**config.mk**
```make
export PLATFORM = sky130hd
export DESIGN_NAME = stopwatch_bcd
export DESIGN_NICKNAME = d
export VERILOG_FILES = /design/src/rtl/stopwatch_bcd_pkg.sv /design/src/rtl/stopwatch_bcd_digit.sv /design/src/rtl/stopwatch_bcd.sv
export SDC_FILE = /design/constraint.sdc
export NUM_CORES = 1
export LEC_CHECK = 0
export BUFFER_PORTS_ARGS = -buffer_cell sky130_fd_sc_hd__buf_2
export CORE_AREA = 2 2 70 86
export CTS_CLUSTER_DIAMETER = 60
export DETAILED_ROUTE_END_ITERATION = 16
export DIE_AREA = 0 0 72 88
export GPL_ROUTABILITY_DRIVEN = 0
export PLACE_DENSITY = 0.72
export SETUP_SLACK_MARGIN = 0.05
export SYNTH_ARGS = -nofsm -noshare
export SYNTH_HDL_FRONTEND = slang
export SYNTH_SLANG_ARGS = --single-unit
```
**constraint.sdc**
```tcl
create_clock -name clk -period 2.2 [get_ports clk]
set_input_delay 0.44 -clock clk [delete_from_list [all_inputs] [get_ports clk]]
set_output_delay 0.44 -clock clk [all_outputs]
set_load 0.02 [all_outputs]
```
**src/rtl/stopwatch_bcd_pkg.sv**
```systemverilog
// Shared types, digit limits and the BCD increment helper for the stopwatch.
package stopwatch_pkg;

    typedef enum logic [1:0] {
        IDLE,
        RUN,
        LAP,
        PAUSE
    } sw_state_t;

    typedef logic [3:0] bcd_t;

    localparam bcd_t MS_LIM    = 4'd9;
    localparam bcd_t SEC_U_LIM = 4'd9;
    localparam bcd_t SEC_T_LIM = 4'd5;
    localparam bcd_t MIN_U_MAX = 4'd9;

    // Value a digit takes after this edge: wraps to zero once it has reached its limit.
    function automatic bcd_t bcdNext(input bcd_t q, input logic inc, input bcd_t limit);
        bcd_t result;
        result = q;
        if (inc) begin
            result = (q == limit) ? 4'd0 : q + 4'd1;
        end
        return result;
    endfunction

endpackage

```
**src/rtl/stopwatch_bcd_digit.sv**
```systemverilog
// One cascadable BCD counter digit with a run-time limit and combinational carry-out.
module bcd_digit
    import stopwatch_pkg::*;
(
    input  logic clk,
    input  logic rst,
    input  logic clr,
    input  logic inc,
    input  bcd_t limit,
    output bcd_t q,
    output logic carry
);

    always_ff @(posedge clk) begin
        if (rst || clr) begin
            q <= 4'd0;
        end else begin
            q <= bcdNext(q, inc, limit);
        end
    end

    assign carry = inc && (q == limit);

endmodule

```
**src/rtl/stopwatch_bcd.sv**
```systemverilog
// Millisecond stopwatch MM:SS.mmm in BCD with run/pause, lap freeze and clear.
module stopwatch_bcd
    import stopwatch_pkg::*;
#(
    parameter int MIN_LIMIT = 59
) (
    input  logic       clk,
    input  logic       rst,
    input  logic       tick_in,
    input  logic       start_stop,
    input  logic       lap,
    input  logic       clear,
    output logic [3:0] min_t,
    output logic [3:0] min_u,
    output logic [3:0] sec_t,
    output logic [3:0] sec_u,
    output logic [3:0] ms_h,
    output logic [3:0] ms_t,
    output logic [3:0] ms_u,
    output logic       running,
    output logic       lap_active,
    output logic       overflow
);

    localparam bcd_t MIN_T_LIM = bcd_t'(MIN_LIMIT / 10);
    localparam bcd_t MIN_U_TOP = bcd_t'(MIN_LIMIT % 10);

    sw_state_t state;

    logic tickEn;
    logic holdDisplay;

    bcd_t msUQ, msTQ, msHQ, secUQ, secTQ, minUQ, minTQ;
    logic msUCarry, msTCarry, msHCarry, secUCarry, secTCarry, minUCarry, wrapCarry;
    bcd_t minULimit;

    // Ticks only count in the counting states; a tick alongside clear is dropped.
    assign tickEn = tick_in && ((state == RUN) || (state == LAP)) && !clear;

    // The minutes units wrap early only when the tens digit sits at the top decade.
    assign minULimit = (minTQ == MIN_T_LIM) ? MIN_U_TOP : MIN_U_MAX;

    bcd_digit uMsU (
        .clk  (clk),
        .rst  (rst),
        .clr  (clear),
        .inc  (tickEn),
        .limit(MS_LIM),
        .q    (msUQ),
        .carry(msUCarry)
    );

    bcd_digit uMsT (
        .clk  (clk),
        .rst  (rst),
        .clr  (clear),
        .inc  (msUCarry),
        .limit(MS_LIM),
        .q    (msTQ),
        .carry(msTCarry)
    );

    bcd_digit uMsH (
        .clk  (clk),
        .rst  (rst),
        .clr  (clear),
        .inc  (msTCarry),
        .limit(MS_LIM),
        .q    (msHQ),
        .carry(msHCarry)
    );

    bcd_digit uSecU (
        .clk  (clk),
        .rst  (rst),
        .clr  (clear),
        .inc  (msHCarry),
        .limit(SEC_U_LIM),
        .q    (secUQ),
        .carry(secUCarry)
    );

    bcd_digit uSecT (
        .clk  (clk),
        .rst  (rst),
        .clr  (clear),
        .inc  (secUCarry),
        .limit(SEC_T_LIM),
        .q    (secTQ),
        .carry(secTCarry)
    );

    bcd_digit uMinU (
        .clk  (clk),
        .rst  (rst),
        .clr  (clear),
        .inc  (secTCarry),
        .limit(minULimit),
        .q    (minUQ),
        .carry(minUCarry)
    );

    bcd_digit uMinT (
        .clk  (clk),
        .rst  (rst),
        .clr  (clear),
        .inc  (minUCarry),
        .limit(MIN_T_LIM),
        .q    (minTQ),
        .carry(wrapCarry)
    );

    // Control FSM; running/lap_active are registered alongside the state.
    always_ff @(posedge clk) begin
        if (rst || clear) begin
            state      <= IDLE;
            running    <= 1'b0;
            lap_active <= 1'b0;
        end else begin
            case (state)
                IDLE: begin
                    if (start_stop) begin
                        state      <= RUN;
                        running    <= 1'b1;
                        lap_active <= 1'b0;
                    end
                end
                RUN: begin
                    if (start_stop) begin
                        state      <= PAUSE;
                        running    <= 1'b0;
                        lap_active <= 1'b0;
                    end else if (lap) begin
                        state      <= LAP;
                        running    <= 1'b1;
                        lap_active <= 1'b1;
                    end
                end
                LAP: begin
                    if (start_stop) begin
                        state      <= PAUSE;
                        running    <= 1'b0;
                        lap_active <= 1'b0;
                    end else if (lap) begin
                        state      <= RUN;
                        running    <= 1'b1;
                        lap_active <= 1'b0;
                    end
                end
                PAUSE: begin
                    if (start_stop) begin
                        state      <= RUN;
                        running    <= 1'b1;
                        lap_active <= 1'b0;
                    end
                end
                default: begin
                    state      <= IDLE;
                    running    <= 1'b0;
                    lap_active <= 1'b0;
                end
            endcase
        end
    end

    // Display freezes only while the FSM stays in LAP across this edge.
    assign holdDisplay = (state == LAP) && !start_stop && !lap;

    // The display loads the post-edge live value, so a tick on lap entry lands in the snapshot.
    always_ff @(posedge clk) begin
        if (rst || clear) begin
            min_t <= 4'd0;
            min_u <= 4'd0;
            sec_t <= 4'd0;
            sec_u <= 4'd0;
            ms_h  <= 4'd0;
            ms_t  <= 4'd0;
            ms_u  <= 4'd0;
        end else if (!holdDisplay) begin
            min_t <= bcdNext(minTQ, minUCarry, MIN_T_LIM);
            min_u <= bcdNext(minUQ, secTCarry, minULimit);
            sec_t <= bcdNext(secTQ, secUCarry, SEC_T_LIM);
            sec_u <= bcdNext(secUQ, msHCarry, SEC_U_LIM);
            ms_h  <= bcdNext(msHQ, msTCarry, MS_LIM);
            ms_t  <= bcdNext(msTQ, msUCarry, MS_LIM);
            ms_u  <= bcdNext(msUQ, tickEn, MS_LIM);
        end
    end

    always_ff @(posedge clk) begin
        if (rst || clear) begin
            overflow <= 1'b0;
        end else if (wrapCarry) begin
            overflow <= 1'b1;
        end
    end

endmodule
```
-- Yosys cells after proc, flatten, opt, wreduce, memory -nomap -nowiden
Index checks and enable logic that the tools add are counted.
- register bits: 61
- equal/unequal tests: 14
- mux-type cells: 28
- reduce and logical (&&, ||, !) cells: 21
- add/subtract/negate cells: 7
- operators with widths (kind ; count):
    $mux 4 ; 14
    $add 4x1->4 const B ; 7
    $eq 4x4->1 const B ; 5
    $logic_and 1x1->1 ; 11
    $mux 2 ; 5
    $eq 4x3->1 const B ; 2
    $mux 1 ; 6
    $ne 3x3->1 const B ; 2
    $pmux 2 s3 ; 1
    $eq 2x2->1 const B ; 2
    $reduce_or 2->1 ; 2
    $logic_not 1->1 ; 3
    $ne 3x1->1 const B ; 1
    $pmux 1 s3 ; 1
    $reduce_and 3->1 ; 1
    $eq 2x1->1 const B ; 1
    $logic_not 2->1 ; 1
    $logic_or 1x1->1 ; 2
    $ne 2x1->1 const B ; 1
    $pmux 1 s2 ; 1
    $reduce_and 2->1 ; 1

-- Depth between registers and ports, before layout
Gate-level depths: netlist of run 1.
- depth in word-level cells: 11
- gate-level depth with buffers: 9
- depth with buffers taken out: 7

-- By module
Synthesis of run 1 repeated with hierarchy kept, for this count alone.
- cell total of the unflattened synthesis: 386
- area, all modules: 3584.7 um2
- modules (own cells, without submodules) (module ; instances ; cells each ; sequential area each (um2) ; area an instance (um2)):
    bcd_digit ; 7 ; 26 ; 80.1 ; 266.5
    stopwatch_bcd ; 1 ; 204 ; 660.6 ; 1719.1

-- Worst setup path before layout of run 1
No wires, ideal clock.
- kind: reg2reg
- start point: register state[0]
- end point: register min_u[3]
- buffers on the path: 2
- required time: 2.066 ns
- period minus slack after synthesis: 2.197 ns
- arrival time: 2.063 ns
- stages on the path, launching flop included: 10
- path slack: 0.003 ns
- cell sequence: dfxtp_1 -> inv_1 -> ha_1 -> and4bb_1 -> buf_4 -> nand3_4 -> buf_6 -> a2111o_1 -> a22oi_1 -> a21oi_1
- word-level cells in the longest chain between the ends: 10
- elaborated cells between the ends (all ways): 13
- ends and longest elaborated chain (item ; line ; text):
    from (decl) ; stopwatch_bcd.sv:28 ; sw_state_t state;
    from (signal assigned) ; stopwatch_bcd.sv:116 ; state <= IDLE;
    from (signal assigned) ; stopwatch_bcd.sv:123 ; state <= RUN;
    from (signal assigned) ; stopwatch_bcd.sv:130 ; state <= PAUSE;
    $eq 2x1->1 / $eq 2x2->1 (equally long branches) ; stopwatch_bcd.sv:38, stopwatch_bcd.sv:167 ;
    $logic_or 1x1->1 ; stopwatch_bcd.sv:38 ; assign tickEn = tick_in && ((state == RUN) || (state == LAP)) && !clear;
    $logic_and 1x1->1 (2 in a row) ; stopwatch_bcd.sv:38 ;
    $logic_and 1x1->1 (5 in a row) ; stopwatch_bcd_digit.sv:22 ; assign carry = inc && (q == limit);
    $mux 4 ; n/a ;
    to (signal assigned) ; stopwatch_bcd.sv:181 ; min_u <= bcdNext(minUQ, secTCarry, minULimit);
    to (decl) ; stopwatch_bcd.sv:14 ; output logic [3:0] min_u,
Parallel ways exist; a longest one is shown, timed or not.
A chain may end at the register's enable or synchronous reset.

-- Final worst setup path of run 1
Same ends and word-level chain as after synthesis.

==> results of run 1 <==
-- per-layer routing --
| metal | up-vias | GRT usage (%) | wire, microns |
|---|---|---|---|
| met5 | - | 0 | 0 |
| met4 | 0 | 10.3 | 138 |
| met3 | 11 | 4.83 | 306 |
| met2 | 53 | 31.8 | 2670 |
| met1 | 1032 | 24.6 | 2600 |
| li1 | 1163 | - | - |
-- final cells by class --
class,count,area [sq um]
multi-input cells,216,1420
flip-flops and latches,61,1220
repair buffers,46,259
fillers,504,2290
inverters,14,52.6
well taps,64,80.1
clock inverters,7,66.3
clock buffers,9,124
-- logic make-up (layout without fill, tap and decap cells) --
family	Yosys count	in the layout	synth area share [%]
AO/OA/AOI/OAI	80	80	18.9
XOR/XNOR	14	14	4.51
adder cells (fa/ha/maj)	3	3	1.38
buffers and inverters	31	76	4.74
flip-flops	61	61	44.9
multiplexers	4	4	1.52
AND/OR/NAND/NOR	114	115	24.1
-- what timing repair did --
item                                    CTS  global route
gates resized for setup                   2             5
endpoints found under the setup margin    2             6
pin swaps                                 2             3
cloned                                    1             0
buffers inserted                          1             0
hold endpoints to repair                  0             0
-- per-stage QoR --
stage | cell area, sq um | power, mW | utilization (%) | hold WS, ns
CTS | 3200 | 2.20 | 58.0 | 0.379
detailed placement | 2980 | 1.23 | 54.1 | 0.460
finish | 3230 | 2.18 | 58.5 | 0.396
global route | 3230 | 2.26 | 58.5 | 0.406
global placement | 2980 | 1.23 | 54.1 | 0.461
floorplan | 2730 | 1.21 | - | 0.487
-- critical path: cells and delay by family (launching register included) --
family | cells | cell delay [ns]
AO/OA/AOI/OAI | 3 | 0.72
AND/OR/NAND/NOR | 2 | 0.49
flip-flops | 1 | 0.35
adder cells (fa/ha/maj) | 1 | 0.24
buffers and inverters | 2 | 0.22
-- state kept, by name, summed over array words and instances (netlist names) --
name and count:
ms_t 4, min_u 4, min_t 4, overflow 1, state 2, ms_h 4, running 1, sec_t 4
sec_u 4, lap_active 1, uMsT.q 4, uSecT.q 4, ms_u 4, uMinT.q 4, uSecU.q 4, uMinU.q 4
uMsH.q 4, uMsU.q 4
-- Yosys cell counts, drive strengths merged (2+ instances only) --
library cell and n:
a211oi 13, a21oi 26, a22oi 3, a31oi 2, and4bb 5, buf 3, clkbuf 14, dfxtp 61
ha 3, inv 14, mux2i 3, nand2 13, nand2b 8, nand3 3, nand4 3, nor2 52
nor2b 7, nor3 7, nor3b 5, nor4 5, o21a 2, o21ai 19, o41ai 2, xnor2 11
xor2 3
-- worst max path at each step --
| stage | startpoint | end | slack [ns] | depth (start not counted) |
|---|---|---|---|---|
| after floorplan | state[0]$_SDFFE_PP0P_ | min_u[3]$_SDFFE_PP0N_ | 0.08 | 9 |
| after global placement | state[0]$_SDFFE_PP0P_ | min_t[2]$_SDFFE_PP0N_ | 0.08 | 7 |
| after detailed placement | state[0]$_SDFFE_PP0P_ | min_u[0]$_SDFFE_PP0N_ | -0.001 | 8 |
| after CTS | state[0]$_SDFFE_PP0P_ | min_t[2]$_SDFFE_PP0N_ | 0.09 | 7 |
| after global routing | state[0]$_SDFFE_PP0P_ | min_t[2]$_SDFFE_PP0N_ | -0.004 | 7 |
| final | state[0]$_SDFFE_PP0P_ | min_u[3]$_SDFFE_PP0N_ | 0.11 | 8 |
-- cells in the final DEF (no fill, tap or decap), types with 7 or more instances in the layout --
master | synthesis | routed
nand2b_1 | 8 | 8
o21ai_0 | 18 | 18
a21oi_1 | 26 | 26
nor2_1 | 52 | 52
buf_2 | 1 | 36
clkbuf_8 | 0 | 9
buf_4 | 1 | 9
nand2_1 | 13 | 13
inv_1 | 14 | 14
xnor2_1 | 11 | 11
a211oi_1 | 12 | 12
dfxtp_1 | 61 | 61
nor2b_1 | 7 | 7
-- where the power goes --
part           switching, mW  leakage, nW  internal [mW]
Clock                  0.458       0.0987          0.516
Combinational         0.0586        0.661         0.0326
Sequential           0.00521        0.492           1.11
Total                  0.522         1.25           1.66
==> results by group, run 1 <==
Clocking
  • CTS Hold Bufs: 0
  • CTS tree: yes
  • Reg clk slew, reported paths: 0.07 ns
  • Clk_lat worst skew: 0.35 ns
  • TritonCTS buffer count: 9
  • H-tree depth: 3
  • Root Buffer: clkbuf_8
  • Clock sink total: 61
  • Bufs on Longest Clock Path: 2

Worst hold path
  • Hold Path Depth: 2
  • Hold EP: state[1]$_SDFFE_PP0P_
  • Hold WC Path Type: input port to register
  • Worst Hold Launch: start_stop

Critical path
  • Crit path DAT: 2.36 ns
  • Reg2Reg Depth: 8
  • Worst path cell trace: inv_1 -> ha_4 -> and4bb_2 -> buf_4 -> nand3_2 -> o41ai_1 -> a22oi_1 -> a21oi_1
  • Max FO, Critical Path: 5
  • FF-to-FF End: min_u[3]$_SDFFE_PP0N_
  • R2R Setup Slk: 0.11 ns
  • Worst Setup End Kind: register
  • Origin of the critical flop-to-flop path: state[0]$_SDFFE_PP0P_
  • Critical path's largest stage delay: 0.41 ns
  • CP required: 2.48 ns
  • WS Path Type: register to register
  • CP max-delay cell: o41ai_1
  • CP Launch Type: register

Global route
  • Pin count of the biggest net entering global routing: 47
  • GRT Residual Overflow: 0
  • Initial antenna violation count: 0
  • First-pass GRT wire length: 9680 microns
  • Gr usage total: 19.8%
  • Vias in the first global route: 2059

Timing
  • Tightest Pin Transition: 0.898 ns
  • Final WS setup: 0.111 ns
  • Worst slew margin: 40.1%
  • Final setup vio count: 0
  • Final hold violation count: 0
  • Final worst path period share: 94.9%
  • Final Slew Violations: 0
  • Max Fclk: 479 MHz
  • Fin Setup TNS: 0 ns
  • Post-route minimum period: 2.09 ns
  • RSZ-0062 raised after global routing: yes
  • Post-Route Skew: 0.0117 ns

Placed design
  • Dpl hpwl: 3730 microns
  • # port buffers: 36
  • Place WS: -0.00148 ns
  • Placed Cells: 399

Job
  • Maxcap violations: 0

Synthesis
  • Cell count after synthesis: 307
  • Asr flop ratio synth: 0%
  • Yosys top cell area share: 44.9%
  • Leading area contributor after synthesis: dfxtp_1
  • Area contributors post-synth: dfxtp_1, nor2_1, a21oi_1
  • Post-synth EDFFs: 0
  • Sequential share of the synthesized area: 44.9%
  • Post-Syn Nets: 316
  • Yosys cell types: 55
  • Mean Syn Cell Area: 8.86 sq um
  • #FFs+latches synth: 61
  • Most used DFF post-synth: dfxtp_1
  • Syn Std Cell Area: 2720 sq um
  • Synth warnings: 0

Layout
  • Ant diodes: 0
  • Fin nets: 357
  • Layout cells sized above 1: 24.1%
  • Synthesis-to-layout area growth: 18.6%
  • Non-Filler Instances: 417

Power and ir drop
  • Max VDD drop: 0.410 mV
  • Power per cell area: 676 nW/um^2
  • Leakage: 1.25 nW

Floorplanning
  • Core footprint: 5520 sq um
  • Die height: 88 microns
  • I/O pin count: 37
  • Row count: 30
  • Initial core utilization: 49.3%
  • DIE WIDTH: 72 microns
  • Die area: 6340 sq um

Detailed routing
  • Post-route antenna net violation count: 0
  • Drt initial violations: 91
  • Vias per cell: 5.42
  • Via count: 2259
  • WL final: 5710 microns
  • Wire per inst: 13.7 microns
  • Drc violations: 0
  • DRT Pass-1 Iters: 4

Outcome
  • Status: complete, no violations
Note: power is estimated with default switching activity, not from simulation.
==> inputs of run 2 (changes only) <==
--- a/config.mk
+++ b/config.mk
@@ -6,13 +6,14 @@
 export NUM_CORES = 1
 export LEC_CHECK = 0
 export BUFFER_PORTS_ARGS = -buffer_cell sky130_fd_sc_hd__buf_2
-export CORE_AREA = 2 2 70 86
+export CORE_AREA = 2 2 79 96
 export CTS_CLUSTER_DIAMETER = 60
 export DETAILED_ROUTE_END_ITERATION = 16
-export DIE_AREA = 0 0 72 88
+export DIE_AREA = 0 0 81 98
 export GPL_ROUTABILITY_DRIVEN = 0
-export PLACE_DENSITY = 0.72
+export PLACE_DENSITY = 0.73
 export SETUP_SLACK_MARGIN = 0.05
 export SYNTH_ARGS = -nofsm -noshare
 export SYNTH_HDL_FRONTEND = slang
+export SYNTH_HIERARCHICAL = 1
 export SYNTH_SLANG_ARGS = --single-unit
==> run 2 against run 1 <==
  * The flow now finishes with violations (setup timing)
  * Critical endpoint is now uMinT/q[3]$_SDFFE_PP0P_
  * Critical path type unchanged
  * Worst hold slack better by 0.020 ns
  * Largest power group unchanged
  * Die area is 25% higher
  * Highest routed layer unchanged
  * Register-to-register slack lost 0.96 ns
==> results by group, run 2 <==
Outcome
  • Status: finished with violations
  • Failing checks: setup timing

Detailed routing
  • Wire per inst: 12.9 microns
  • Via count: 3193
  • DRT Pass-1 Iters: 4
  • WL final: 7880 microns
  • Post-route antenna net violation count: 0
  • Drc violations: 0
  • Vias per cell: 5.24
  • Drt initial violations: 80

Synthesis
  • Post-Synth XOR/XNOR Area: 13.7%
  • Most frequent cells after synthesis: dfxtp_1, xor2_1, a21oi_1
  • Adder-cell share of the synthesized area: 3.84%
  • Count leader, synth: dfxtp_1
  • Post-synth EDFFs: 0
  • #FFs+latches synth: 61
  • Area contributors post-synth: dfxtp_1, xor2_1, a2111oi_2
  • Cell count after synthesis: 386
  • Mean Syn Cell Area: 9.29 sq um
  • Asr flop ratio synth: 0%
  • Post-synthesis simple-gate area fraction: 21.7%
  • Most used DFF post-synth: dfxtp_1
  • Synth warnings: 6
  • Syn Std Cell Area: 3580 sq um
  • Leading area contributor after synthesis: dfxtp_1
  • Yosys cell types: 42
  • Compound-cell area share of the yosys netlist: 22.2%
  • Main combinational cell family by area after synthesis: compound AO/OA/AOI/OAI gates
  • Mux contribution to synthesized area: 2.20%
  • Yosys top cell area share: 34.1%
  • Sequential share of the synthesized area: 34.1%

Layout
  • Synthesis-to-layout area growth: 31.7%
  • Util after Layout: 66.9%
  • Ant diodes: 0
  • Fin nets: 532
  • Most frequent cells in the layout: dfxtp_1, buf_4, xor2_1
  • Non-Filler Instances: 609
  • Layout cells sized above 1: 35.8%
  • Design Area, Final: 4720 sq um
  • Commonest non-fill, non-tap cell in the layout: dfxtp_1
  • # fillers: 603

Power and ir drop
  • Power per cell area: 472 nW/um^2
  • Leakage: 2.00 nW
  • Net switching power: 538 uW
  • Max VDD drop: 0.338 mV
  • Sw frac: 24.1%
  • Comb power frac: 9.6%
  • Power share of the sequential group: 50.1%
  • Internal power: 1.69 mW
  • Clock power frac: 40.3%

Floorplanning
  • I/O pin count: 37
  • Initial core utilization: 50.8%
  • Die area: 7940 sq um
  • Row count: 34
  • DIE WIDTH: 81 microns
  • Die height: 98 microns
  • Core footprint: 7060 sq um

Critical path
  • Worst Setup End Kind: register
  • WS Path Type: register to register
  • R2R Setup Slk: -0.85 ns
  • CP required: 2.43 ns
  • CP Launch Type: register
  • Reg2Reg Depth: 17
  • Max FO, Critical Path: 5
  • Crit path DAT: 3.29 ns

Timing
  • Final setup vio count: 32
  • Final hold violation count: 0
  • Final worst path period share: 139%
  • Max Fclk: 327 MHz
  • Post-Route Skew: 0.00584 ns
  • Post-route minimum period: 3.05 ns
  • Final Slew Violations: 0
  • RSZ-0062 raised after global routing: yes
  • Final WS setup: -0.854 ns
  • Worst hold margin: 0.416 ns

Clocking
  • CTS tree: yes
  • CTS Hold Bufs: 0
  • Clock sink total: 61
  • Reg clk slew, reported paths: 0.06 ns
  • Bufs on Longest Clock Path: 2
  • H-tree depth: 3
  • Root Buffer: clkbuf_8
  • TritonCTS buffer count: 9
  • Clk_lat worst skew: 0.34 ns

Placed design
  • Placed instance area: 4370 sq um
  • Placed Cells: 585
  • Dpl hpwl: 5460 microns
  • # port buffers: 36
  • Place WS: -0.864 ns

Worst hold path
  • Hold WC Path Type: input port to register
  • Hold Path Depth: 3

Job
  • Maxcap violations: 0

Global route
  • Initial antenna violation count: 0
  • First-pass GRT wire length: 13300 microns
  • GRT Residual Overflow: 0
  • Pin count of the biggest net entering global routing: 57
  • Vias in the first global route: 3002
  • Gr usage total: 21.3%
## run 2: through the flow
stage          TNS (ns)  power (mW)
2_1_floorplan    -26.36        1.26
3_3_place_gp     -14.49        1.34
3_5_place_dp     -15.59        1.35
4_1_cts          -15.64        2.26
5_1_grt          -20.14        2.32
6_report         -16.11        2.23
## run 2: path summary, 6_finish.rpt
| path | startpoint | endpoint |
|---|---|---|
| hold / removal | start_stop | running$_SDFFE_PP0P_ |
| hold reg to reg | min_t[2]$_SDFFE_PP0N_ | min_t[2]$_SDFFE_PP0N_ |
| setup reg to reg | state[0]$_SDFFE_PP0P_ | uMinT/q[3]$_SDFFE_PP0P_ |
| setup / recovery | state[0]$_SDFFE_PP0P_ | uMinT/q[3]$_SDFFE_PP0P_ |
## run 2: logic make-up after synthesis
family                     Yosys count
muxes                                7
and+or+nand+nor                    123
other                                2
buffers and inverters               13
AOI/OAI and AO/OA                  113
adders and majority gates           11
xor gates and xnor gates            56
DFF                                 61
## run 2: power by group through the flow
stage               combinational, mW  sequential [mW]  clock [mW]
detailed placement              0.208             1.14           0
CTS                             0.214             1.12       0.926
global route                    0.237             1.12       0.971
finish                          0.214             1.12       0.899
floorplan                       0.116             1.15           0
global placement                0.202             1.14           0
## run 2: timing repair
action	4_1_cts	5_1_grt
cloned	1	0
endpoints found under the setup margin	33	38
setup buffers	7	4
gates resized for setup	15	9
pin swaps	8	12
## run 2: routing by layer
layer / vias up / GRT usage, % / part of all wire, %
met5: - / 0 / 0
met4: 0 / 8.47 / 2.3
met3: 13 / 6.19 / 4.4
met2: 53 / 38.2 / 51
met1: 1493 / 22.9 / 42
li1: 1634 / - / -
## run 2: layout make-up
class	count	area, sq um	area share [%]
flip-flops and latches	61	1220	25.9
multi-input cells	346	2550	54.1
inverters	4	15.0	0.318
well taps	90	113	2.38
clock inverters	1	5.00	0.106
clock buffers	14	173	3.66
repair buffers	93	641	13.6
## run 2: critical path, stage by stage, from the launching register on
cell and delay, ns:
dfxtp_2 0.34, inv_2 0.05, ha_4 0.27, nor3b_4 0.04, and2_4 0.15, and2_4 0.15, and2_4 0.13, and2_4 0.15
and2_4 0.13, and2_4 0.15, and2_4 0.13, and2_4 0.15, and2_4 0.13, and2_4 0.15, and2_4 0.14, and2_4 0.18
and2_4 0.16, a2111oi_2 0.34
==> inputs of run 3 (changes only) <==
--- a/config.mk
+++ b/config.mk
@@ -6,12 +6,14 @@
 export NUM_CORES = 1
 export LEC_CHECK = 0
 export BUFFER_PORTS_ARGS = -buffer_cell sky130_fd_sc_hd__buf_2
-export CORE_AREA = 2 2 79 96
+export CELL_PAD_IN_SITES_DETAIL_PLACEMENT = 0
+export CELL_PAD_IN_SITES_GLOBAL_PLACEMENT = 2
+export CORE_AREA = 2 2 99 120
 export CTS_CLUSTER_DIAMETER = 60
 export DETAILED_ROUTE_END_ITERATION = 16
-export DIE_AREA = 0 0 81 98
+export DIE_AREA = 0 0 101 122
 export GPL_ROUTABILITY_DRIVEN = 0
-export PLACE_DENSITY = 0.73
+export PLACE_DENSITY = 0.72
 export SETUP_SLACK_MARGIN = 0.05
 export SYNTH_ARGS = -nofsm -noshare
 export SYNTH_HDL_FRONTEND = slang
==> constraint.sdc (replaced) <==
create_clock -name clk -period 2.2 [get_ports clk]
set_input_delay 0.55 -clock clk [delete_from_list [all_inputs] [get_ports clk]]
set_output_delay 0.55 -clock clk [all_outputs]
set_load 0.02 [all_outputs]
==> run 3 against run 2 <==
  * The flow still finishes with violations (setup timing)
  * Fmax fell by 2.1%
  * Routed wire length is 12% higher
  * Sequential share of layout area fell by 1.8 points
  * Via count fell by 1.6%
  * Clock skew is 0.00092 ns lower
  * Non-clock buffer count is 7 higher
  * Sequential power is essentially flat
  * Sequential cell count unchanged
  * Clock-buffer cell count decreased by 2
  * Global-route usage shrank 5.4 points
  * Highest routed layer unchanged
==> results by group, run 3 (synthesis gave the netlist of run 2 again) <==
Outcome
  • Failing checks: setup timing
  • Status: finished with violations

Timing
  • Post-route minimum period: 3.12 ns
  • Final setup vio count: 32
  • Final Slew Violations: 0
  • Final worst path period share: 142%
  • Worst slew margin: 64.9%
  • Tightest Pin Transition: 0.523 ns
  • Final WS setup: -0.920 ns
  • Worst hold margin: 0.450 ns
  • RSZ-0062 raised after global routing: yes
  • Max Fclk: 320 MHz
  • Final hold violation count: 0
  • Post-Route Skew: 0.00492 ns

Placed design
  • Dpl hpwl: 5860 microns
  • # port buffers: 36
  • Place WS: -1.04 ns
  • Placed instance area: 4410 sq um

Layout
  • # fillers: 1131
  • Ant diodes: 0
  • Synthesis-to-layout area growth: 41.9%
  • Reg area: 1220 sq um
  • Design Area, Final: 5090 sq um
  • Commonest non-fill, non-tap cell in the layout: dfxtp_1
  • Util after Layout: 45.0%
  • Fin nets: 539
  • Multi-input gate area: 2640 sq um
  • Layout cells sized above 1: 38.9%
  • Most frequent cells in the layout: dfxtp_1, buf_4, xor2_1

Floorplanning
  • Row count: 43
  • Die area: 12300 sq um
  • DIE WIDTH: 101 microns
  • Die height: 122 microns
  • Core footprint: 11300 sq um
  • I/O pin count: 37
  • Initial core utilization: 31.7%

Clocking
  • TritonCTS buffer count: 9
  • Reg clk slew, reported paths: 0.05 ns
  • CTS tree: yes
  • Bufs on Longest Clock Path: 2
  • H-tree depth: 3
  • Root Buffer: clkbuf_16
  • Clk_lat worst skew: 0.33 ns
  • Clock sink total: 61

Critical path
  • CP Launch Type: register
  • WS Path Type: register to register
  • Worst Setup End Kind: register
  • Crit path DAT: 3.32 ns
  • CP required: 2.40 ns
  • Max FO, Critical Path: 5

Detailed routing
  • Via count: 3142
  • Post-route antenna net violation count: 0
  • Drc violations: 0
  • Wire per inst: 13.4 microns
  • Vias per cell: 4.75
  • Drt initial violations: 77
  • WL final: 8860 microns
  • DRT Pass-1 Iters: 4

Power and ir drop
  • Power per cell area: 570 nW/um^2
  • Max VDD drop: 0.328 mV
  • Leakage: 2.14 nW
  • Total power draw: 2.90 mW

Global route
  • First-pass GRT wire length: 15400 microns
  • Pin count of the biggest net entering global routing: 29
  • Gr usage total: 15.9%
  • Vias in the first global route: 3233
  • GRT Residual Overflow: 0
  • Initial antenna violation count: 0

Worst hold path
  • Hold WC Path Type: register to register

Job
  • Maxcap violations: 0
## run 3: changes by cell type in the layout (fill, tap and decap cells not counted), sizes merged
cell / previous run / this run
buf: 93 / 100
clkinv: 1 / 2
clkbuf: 14 / 12
bufinv: 0 / 2
## run 3: layer usage
layer  track usage (%)  vias up  routed length, microns
met3              2.93       11                     192
met2              26.3       35                    4330
met5                 0        -                       0
met4              7.77        0                     191
met1              19.6     1451                    4150
li1                  -     1645                       -
## run 3: cell type report
| type | instances | share of cell area [%] |
|---|---|---|
| clock buffers | 12 | 5.04 |
| clock inverters | 4 | 1.38 |
| inverters | 4 | 0.295 |
| multi-input cells | 346 | 51.9 |
| flip-flops and latches | 61 | 24.1 |
| well taps | 135 | 3.32 |
| repair buffers | 100 | 14.0 |
## run 3: worst paths after layout
kind	slack, ns	depth (start not counted)	end	start
setup / recovery	-0.92	19	uMinT/q[1]$_SDFFE_PP0P_	state[0]$_SDFFE_PP0P_
hold / removal	0.45	2	min_t[2]$_SDFFE_PP0N_	min_t[2]$_SDFFE_PP0N_
setup reg to reg	-0.92	19	uMinT/q[1]$_SDFFE_PP0P_	state[0]$_SDFFE_PP0P_
hold reg to reg	0.45	2	min_t[2]$_SDFFE_PP0N_	min_t[2]$_SDFFE_PP0N_
## run 3: where the power goes
part           internal (mW)  switching [mW]  total, mW  leakage [nW]
clock network           1.05           0.521       1.57         0.163
logic                 0.0819           0.130      0.212          1.49
registers               1.11         0.00408       1.12         0.493
## run 3: worst max-delay path: stages, from the launching register on
cell,delay [ns]
dfxtp_2,0.33
inv_2,0.05
ha_4,0.22
nor3b_4,0.19
and2_4,0.17
and2_4,0.14
and2_4,0.13
and2_4,0.14
and2_4,0.13
and2_4,0.13
and2_4,0.13
and2_4,0.13
and2_4,0.13
and2_4,0.13
and2_4,0.14
and2_4,0.18
buf_4,0.12
mux2_4,0.30
nand2_2,0.07
a21oi_2,0.03
## run 3: through the flow
step | cells | setup TNS (ns)
after floorplan | 419 | -26.36
after global placement | 629 | -19.37
after detailed placement | 629 | -20.05
after CTS | 660 | -17.10
after global routing | 662 | -20.61
final | 662 | -16.47
## run 3: what timing repair did
action                                  4_1_cts  5_1_grt
pin swaps                                    21       10
hold buffers                                  0        0
gates cloned                                  1        0
resized for setup                            34       15
setup buffers                                15        6
endpoints found under the setup margin       33       38
